===== config.mk =====
export PLATFORM = sky130hd
export DESIGN_NAME = reg_file_rename_flat
export DESIGN_NICKNAME = d
export VERILOG_FILES = /design/src/rtl/reg_file_rename_if.sv /design/src/rtl/reg_file_rename.sv /design/src/flat_wrapper.sv
export SDC_FILE = /design/constraint.sdc
export NUM_CORES = 2
export LEC_CHECK = 0
export ABC_AREA = 1
export CAP_MARGIN = 20
export CORE_ASPECT_RATIO = 0.9
export CORE_UTILIZATION = 45
export DETAILED_ROUTE_END_ITERATION = 8
export RECOVER_POWER = 50
export SLEW_MARGIN = 5
export SYNTH_ARGS = -nofsm -noshare
export SYNTH_HDL_FRONTEND = slang
export SYNTH_SLANG_ARGS = --single-unit
export TNS_END_PERCENT = 10

===== constraint.sdc =====
create_clock -name clk -period 2.75 [get_ports clk]
set_clock_uncertainty 0.1 [all_clocks]
set_input_delay 0.4125 -clock clk [delete_from_list [all_inputs] [get_ports clk]]
set_output_delay 0.4125 -clock clk [all_outputs]
set_load 0.02 [all_outputs]

===== src/rtl/reg_file_rename_if.sv =====
// Bundle between decode/ROB and the renaming register file: rename and
// commit requests, two source read ports and the retired-instruction count.
interface reg_file_rename_if #(
    parameter int XLEN  = 32,
    parameter int ROB_W = 4
) ();
    logic             rdy;
    logic             flush;
    logic             rn_en;
    logic [4:0]       rn_rd;
    logic [ROB_W-1:0] rn_tag;
    logic             cm_en;
    logic [4:0]       cm_rd;
    logic [ROB_W-1:0] cm_tag;
    logic [XLEN-1:0]  cm_val;
    logic [4:0]       rs1_addr;
    logic [4:0]       rs2_addr;
    logic             rs1_ready;
    logic             rs2_ready;
    logic [XLEN-1:0]  rs1_val;
    logic [XLEN-1:0]  rs2_val;
    logic [63:0]      instret;

    modport master (
        output rdy, flush, rn_en, rn_rd, rn_tag,
        output cm_en, cm_rd, cm_tag, cm_val,
        output rs1_addr, rs2_addr,
        input  rs1_ready, rs2_ready, rs1_val, rs2_val, instret
    );

    modport slave (
        input  rdy, flush, rn_en, rn_rd, rn_tag,
        input  cm_en, cm_rd, cm_tag, cm_val,
        input  rs1_addr, rs2_addr,
        output rs1_ready, rs2_ready, rs1_val, rs2_val, instret
    );
endinterface


===== src/rtl/reg_file_rename.sv =====
// Architectural register file with per-register rename status (busy + ROB tag).
// Sources read combinationally: the value when ready, the producing ROB tag
// otherwise, with a bypass from the commit that retires the matching tag.
// Reads always see the state from before this cycle's rename.
module reg_file_rename #(
    parameter int XLEN  = 32,
    parameter int NREG  = 32,
    parameter int ROB_W = 4
) (
    input  logic             clk,
    input  logic             rst,
    reg_file_rename_if.slave bus
);
    logic [XLEN-1:0]  regs_r [NREG];
    logic [ROB_W-1:0] tag_r  [NREG];
    logic [NREG-1:0]  busy_r;
    logic [63:0]      instret_r;

    logic [XLEN:0]    rs1_s;
    logic [XLEN:0]    rs2_s;
    logic             cm_wr_s;
    logic             rn_wr_s;

    // Resolve one source port: returns {ready, value-or-tag}.
    function automatic logic [XLEN:0] read_port(
        input logic [4:0]       addr,
        input logic             busy,
        input logic [ROB_W-1:0] tag,
        input logic [XLEN-1:0]  val,
        input logic             cm_en,
        input logic [4:0]       cm_rd,
        input logic [ROB_W-1:0] cm_tag,
        input logic [XLEN-1:0]  cm_val
    );
        logic [XLEN:0] res;
        if (addr == 5'd0) begin
            res = {1'b1, {XLEN{1'b0}}};
        end else if (!busy) begin
            res = {1'b1, val};
        end else if (cm_en && (cm_rd == addr) && (cm_tag == tag)) begin
            res = {1'b1, cm_val};
        end else begin
            res = {1'b0, {(XLEN-ROB_W){1'b0}}, tag};
        end
        return res;
    endfunction

    // Qualify commit and rename writes; x0 is never written or renamed,
    // and a flush kills a same-cycle rename.
    always_comb begin
        cm_wr_s = 1'b0;
        rn_wr_s = 1'b0;
        if (bus.rdy) begin
            cm_wr_s = bus.cm_en && (bus.cm_rd != 5'd0);
            rn_wr_s = bus.rn_en && (bus.rn_rd != 5'd0) && !bus.flush;
        end else begin
            cm_wr_s = 1'b0;
            rn_wr_s = 1'b0;
        end
    end

    // Source port 1 lookup against pre-rename state.
    always_comb begin
        rs1_s = read_port(bus.rs1_addr, busy_r[bus.rs1_addr], tag_r[bus.rs1_addr],
                          regs_r[bus.rs1_addr], bus.cm_en, bus.cm_rd, bus.cm_tag,
                          bus.cm_val);
    end

    // Source port 2 lookup against pre-rename state.
    always_comb begin
        rs2_s = read_port(bus.rs2_addr, busy_r[bus.rs2_addr], tag_r[bus.rs2_addr],
                          regs_r[bus.rs2_addr], bus.cm_en, bus.cm_rd, bus.cm_tag,
                          bus.cm_val);
    end

    assign bus.rs1_ready = rs1_s[XLEN];
    assign bus.rs1_val   = rs1_s[XLEN-1:0];
    assign bus.rs2_ready = rs2_s[XLEN];
    assign bus.rs2_val   = rs2_s[XLEN-1:0];
    assign bus.instret   = instret_r;

    // Retired values land in the architectural file even under flush,
    // since the committing instruction is older than the mispredict.
    always_ff @(posedge clk) begin
        if (rst) begin
            for (int i = 0; i < NREG; i++) begin
                regs_r[i] <= {XLEN{1'b0}};
            end
        end else if (cm_wr_s) begin
            regs_r[bus.cm_rd] <= bus.cm_val;
        end else begin
            regs_r[bus.cm_rd] <= regs_r[bus.cm_rd];
        end
    end

    // Rename status: commit clears busy only when no younger rename replaced
    // the tag; flush clears everything; a rename (placed last) wins over a
    // same-cycle commit to the same register.
    always_ff @(posedge clk) begin
        if (rst) begin
            busy_r <= {NREG{1'b0}};
            for (int i = 0; i < NREG; i++) begin
                tag_r[i] <= {ROB_W{1'b0}};
            end
        end else if (bus.rdy) begin
            if (cm_wr_s && (tag_r[bus.cm_rd] == bus.cm_tag)) begin
                busy_r[bus.cm_rd] <= 1'b0;
            end
            if (bus.flush) begin
                busy_r <= {NREG{1'b0}};
            end else if (rn_wr_s) begin
                busy_r[bus.rn_rd] <= 1'b1;
                tag_r[bus.rn_rd]  <= bus.rn_tag;
            end
        end else begin
            busy_r <= busy_r;
        end
    end

    // Every accepted commit counts, including writes to x0; wraps at 2^64.
    always_ff @(posedge clk) begin
        if (rst) begin
            instret_r <= 64'd0;
        end else if (bus.rdy && bus.cm_en) begin
            instret_r <= instret_r + 64'd1;
        end else begin
            instret_r <= instret_r;
        end
    end
endmodule


===== src/flat_wrapper.sv =====
// flat-port wrapper written by rule: the top's interface ports become plain ports
module reg_file_rename_flat 
#(
    parameter int XLEN  = 32,
    parameter int NREG  = 32,
    parameter int ROB_W = 4
)
  (clk, rst, bus_rdy, bus_flush, bus_rn_en, bus_rn_rd, bus_rn_tag, bus_cm_en, bus_cm_rd, bus_cm_tag, bus_cm_val, bus_rs1_addr, bus_rs2_addr, bus_rs1_ready, bus_rs2_ready, bus_rs1_val, bus_rs2_val, bus_instret);
  reg_file_rename_if #(.XLEN(XLEN), .ROB_W(ROB_W)) bus_i ();
  input  logic clk;
  input  logic rst;
  input wire logic [$bits(bus_i.rdy)-1:0] bus_rdy;
  input wire logic [$bits(bus_i.flush)-1:0] bus_flush;
  input wire logic [$bits(bus_i.rn_en)-1:0] bus_rn_en;
  input wire logic [$bits(bus_i.rn_rd)-1:0] bus_rn_rd;
  input wire logic [$bits(bus_i.rn_tag)-1:0] bus_rn_tag;
  input wire logic [$bits(bus_i.cm_en)-1:0] bus_cm_en;
  input wire logic [$bits(bus_i.cm_rd)-1:0] bus_cm_rd;
  input wire logic [$bits(bus_i.cm_tag)-1:0] bus_cm_tag;
  input wire logic [$bits(bus_i.cm_val)-1:0] bus_cm_val;
  input wire logic [$bits(bus_i.rs1_addr)-1:0] bus_rs1_addr;
  input wire logic [$bits(bus_i.rs2_addr)-1:0] bus_rs2_addr;
  output wire logic [$bits(bus_i.rs1_ready)-1:0] bus_rs1_ready;
  output wire logic [$bits(bus_i.rs2_ready)-1:0] bus_rs2_ready;
  output wire logic [$bits(bus_i.rs1_val)-1:0] bus_rs1_val;
  output wire logic [$bits(bus_i.rs2_val)-1:0] bus_rs2_val;
  output wire logic [$bits(bus_i.instret)-1:0] bus_instret;
  assign bus_i.rdy = bus_rdy;
  assign bus_i.flush = bus_flush;
  assign bus_i.rn_en = bus_rn_en;
  assign bus_i.rn_rd = bus_rn_rd;
  assign bus_i.rn_tag = bus_rn_tag;
  assign bus_i.cm_en = bus_cm_en;
  assign bus_i.cm_rd = bus_cm_rd;
  assign bus_i.cm_tag = bus_cm_tag;
  assign bus_i.cm_val = bus_cm_val;
  assign bus_i.rs1_addr = bus_rs1_addr;
  assign bus_i.rs2_addr = bus_rs2_addr;
  assign bus_rs1_ready = bus_i.rs1_ready;
  assign bus_rs2_ready = bus_i.rs2_ready;
  assign bus_rs1_val = bus_i.rs1_val;
  assign bus_rs2_val = bus_i.rs2_val;
  assign bus_instret = bus_i.instret;
  reg_file_rename #(.XLEN(XLEN), .NREG(NREG), .ROB_W(ROB_W)) u_core (.clk(clk), .rst(rst), .bus(bus_i));
endmodule

==> flow_summary.toml <==
[detailed_routing]
wl_per_cell_um = 25.8
drtIter0Drc = 10700
via_per_inst = 6.06
drt_first_pass_iters = 9
vias = 72000
drt_wl_total_um = 307000
drcViolationCount = 1
antenna_left = 0

[worst_setup_path]
worstSetupEndpointType = "output pin"
cp_data_required_time_ns = 2.24
worstReg2RegEnd = "u_core.busy_r[4]"
reg2reg_depth = 17
worstPathArrival_ns = 3.14
cp_max_fo = 5
reg2reg_slack_ns = 0.08
path_class = "flop to output pin"
start_kind = "flop"
worstReg2RegStart = "u_core.tag_r[7][2]"
critPathLaunch = "u_core.tag_r[27][1]"

[global_route]
grt_overflow = 0
track_usage_pct = 37.1
antenna_found_initial = 5
grt_pass1_vias = 66400
grt_pass1_wl_um = 443000
grt_max_degree = 81

[die]
num_rows = 138
num_io_pins = 196
die_area_um2 = 160000
coreArea_um2 = 157000
die_h_um = 380
start_util_pct = 45.4
die_width_um = 422

[timing]
whs_ns = 0.274
drv_slew = 67
hold_violations = 0
max_freq_mhz = 274
period_minus_slack_ns = 3.65
final.setup.worst_slack_ns = -0.905
fin_crit_sh_pct = 133
rsz0062_at_grt = "true"
slew_headroom_pct = -18.3
setup_viol = 1294
worstMarginPinSlew_ns = 1.77

[clock_tree]
cts_tree = "done"
clkLatencyLatePin_ns = 0.80
clock_path_buffers = 3
path_clk_slew_ns = 0.06
clockRootBuffer = "clkbuf_16"
h-tree-depth = 4
holdBufCountCts = 0
cts-buffers-inserted = 141
cts_sinks = 1248

[synthesis]
synthArstFlopShare_pct = 0
ys_seq_elements = 1248
synth_area_leaders = "edfxtp_1, nor2_1, nand2_1"
yosysMostFrequentCell = "nor2_1"
syn_inst = 9135
avgSynthCellArea_um2 = 7.82
synth_commonest_cells = "nor2_1, nand2_1, edfxtp_1, a21oi_1, o21ai_0"
yosysWarnings = 0
synthFlopType = "edfxtp_1"
yosysTopAreaCellShare_pct = 48.4
synth-edff-count = 1152
synthDistinctLibCells = 44
syn-cell-area_um2 = 71500
synth_largest_area_cell = "edfxtp_1"
ys_seq_area_share_pct = 51.1

[place]
routabilityCongestion = 1.02
dpl_worst_slack_ns = -1.25
port_buffers = 195
hpwl_um = 208000
place_area_um2 = 82800

[final_layout]
stdcell_area_um2 = 87900
utilization_pct = 55.8
area_growth_pct = 22.9
drive_gt1_share_pct = 14.6
nets = 9745
fillers = 14400

[hold_path]
hp-class = "input port to flop"
holdPathStages = 3
holdPathEnd = "u_core.busy_r[0]"
hp-start = "bus_flush"

[job]
drv_cap = 1

[run_status]
failed_checks = "design-rule violations, max-capacitance violations, max-slew violations, negative setup slack"
status = "finished, violations left"

[power]
ir_worst_vdd_v = 0.000587
finalPower_mw = 49.8
p_leak_nw = 35.2
p_per_area_nw_per_um2 = 567
[metal layers]
layer / vias to the layer above / global-route usage [%] / part of all wire, %
met5: - / 0 / 0.018
met4: 8 / 17.4 / 5.1
met3: 875 / 10.0 / 14
met2: 5248 / 55.0 / 42
met1: 34000 / 50.5 / 39
li1: 31900 / - / -
[report_power, final]
part           internal [mW]  switching, mW  total, mW  leakage (nW)
sequential              21.6          0.478       22.1          11.7
combinational           2.98           5.69       8.67          21.3
clock                   10.8           8.28       19.0          2.19
total                   35.4           14.4       49.8          35.2
[cell usage in the layout, fill, tap and decap left out, drive strengths merged, types with 2 or more instances in the layout]
cell	instances
a32oi	23
a21oi	1126
nor3b	3
nor2	1764
o21a	57
o211ai	143
a211oi	4
inv	674
dfxtp	96
conb	36
o22ai	5
a31oi	10
dlygate4sd3	3
a22oi	55
o21ai	924
nand2	1549
xor2	17
xnor2	2
nor3	52
nand4	66
clkinv	54
a32o	6
nand3	595
clkbuf	220
clkinvlp	4
clkdlybuf4s50	113
buf	997
nor4	14
edfxtp	1152
or3	5
bufinv	12
[how the worst max path moves through the flow]
stage | to | slack, ns
global route | bus_rs2_val[25] | -0.97
CTS | bus_rs2_val[27] | -0.93
detailed placement | bus_rs1_val[27] | -1.25
finish | bus_rs2_val[29] | -0.90
global placement | bus_rs1_val[27] | -1.27
floorplan | u_core.regs_r[15][0] | -0.17
[per-stage QoR]
stage | TNS, ns | std cells
detailed placement | -921.47 | 11600
global route | -438.04 | 11900
finish | -155.80 | 11900
floorplan | -142.81 | 9170
global placement | -897.37 | 11600
CTS | -51.16 | 11900
[what timing repair did]
item	in CTS	in global routing
pin swaps	32	51
resized for setup	393	122
buffers inserted	14	9
setup endpoints to repair	66	89
cloned	1	0
[sequential cells by signal, indices dropped and copies added (netlist names)]
| signal | cells |
|---|---|
| u_core.bus.instret | 64 |
| u_core.regs_r | 1024 |
| u_core.busy_r | 32 |
| u_core.tag_r | 128 |
[kinds of logic after synthesis]
kind of cell,Yosys count,synth area share [%]
flip-flops,1248,51.1
AND/OR/NAND/NOR,4049,22.8
AO/OA/AOI/OAI,2358,17.6
XOR/XNOR,19,0.233
buffers and inverters,1459,8.22
adder cells (fa/ha/maj),1,0.0175
other,1,0.00525
[worst max-delay path, stage by stage, from the launching register on]
cell      delay [ns]
edfxtp_1        0.45
o211ai_1        0.24
nand3_2         0.16
nand3_2         0.13
nand3_4         0.10
nand2_2         0.10
buf_6           0.09
nand2_2         0.04
nand2_2         0.07
inv_2           0.05
nand3_4         0.09
buf_12          0.15
buf_8           0.14
nor2_4          0.03
o21a_1          0.21
buf_12          0.15
buf_12          0.13
[area by class of cell]
type | instances | area [um2] | area share [%]
multi-input cells | 6463 | 29900 | 34.0
flip-flops and latches | 1248 | 36500 | 41.6
clock buffers | 176 | 3710 | 4.23
clock inverters | 78 | 774 | 0.881
diodes | 1 | 2.50 | 0.00285
well taps | 2100 | 2630 | 2.99
repair buffers | 1158 | 11800 | 13.5
inverters | 666 | 2540 | 2.90
(Power assumes the default switching activity.)
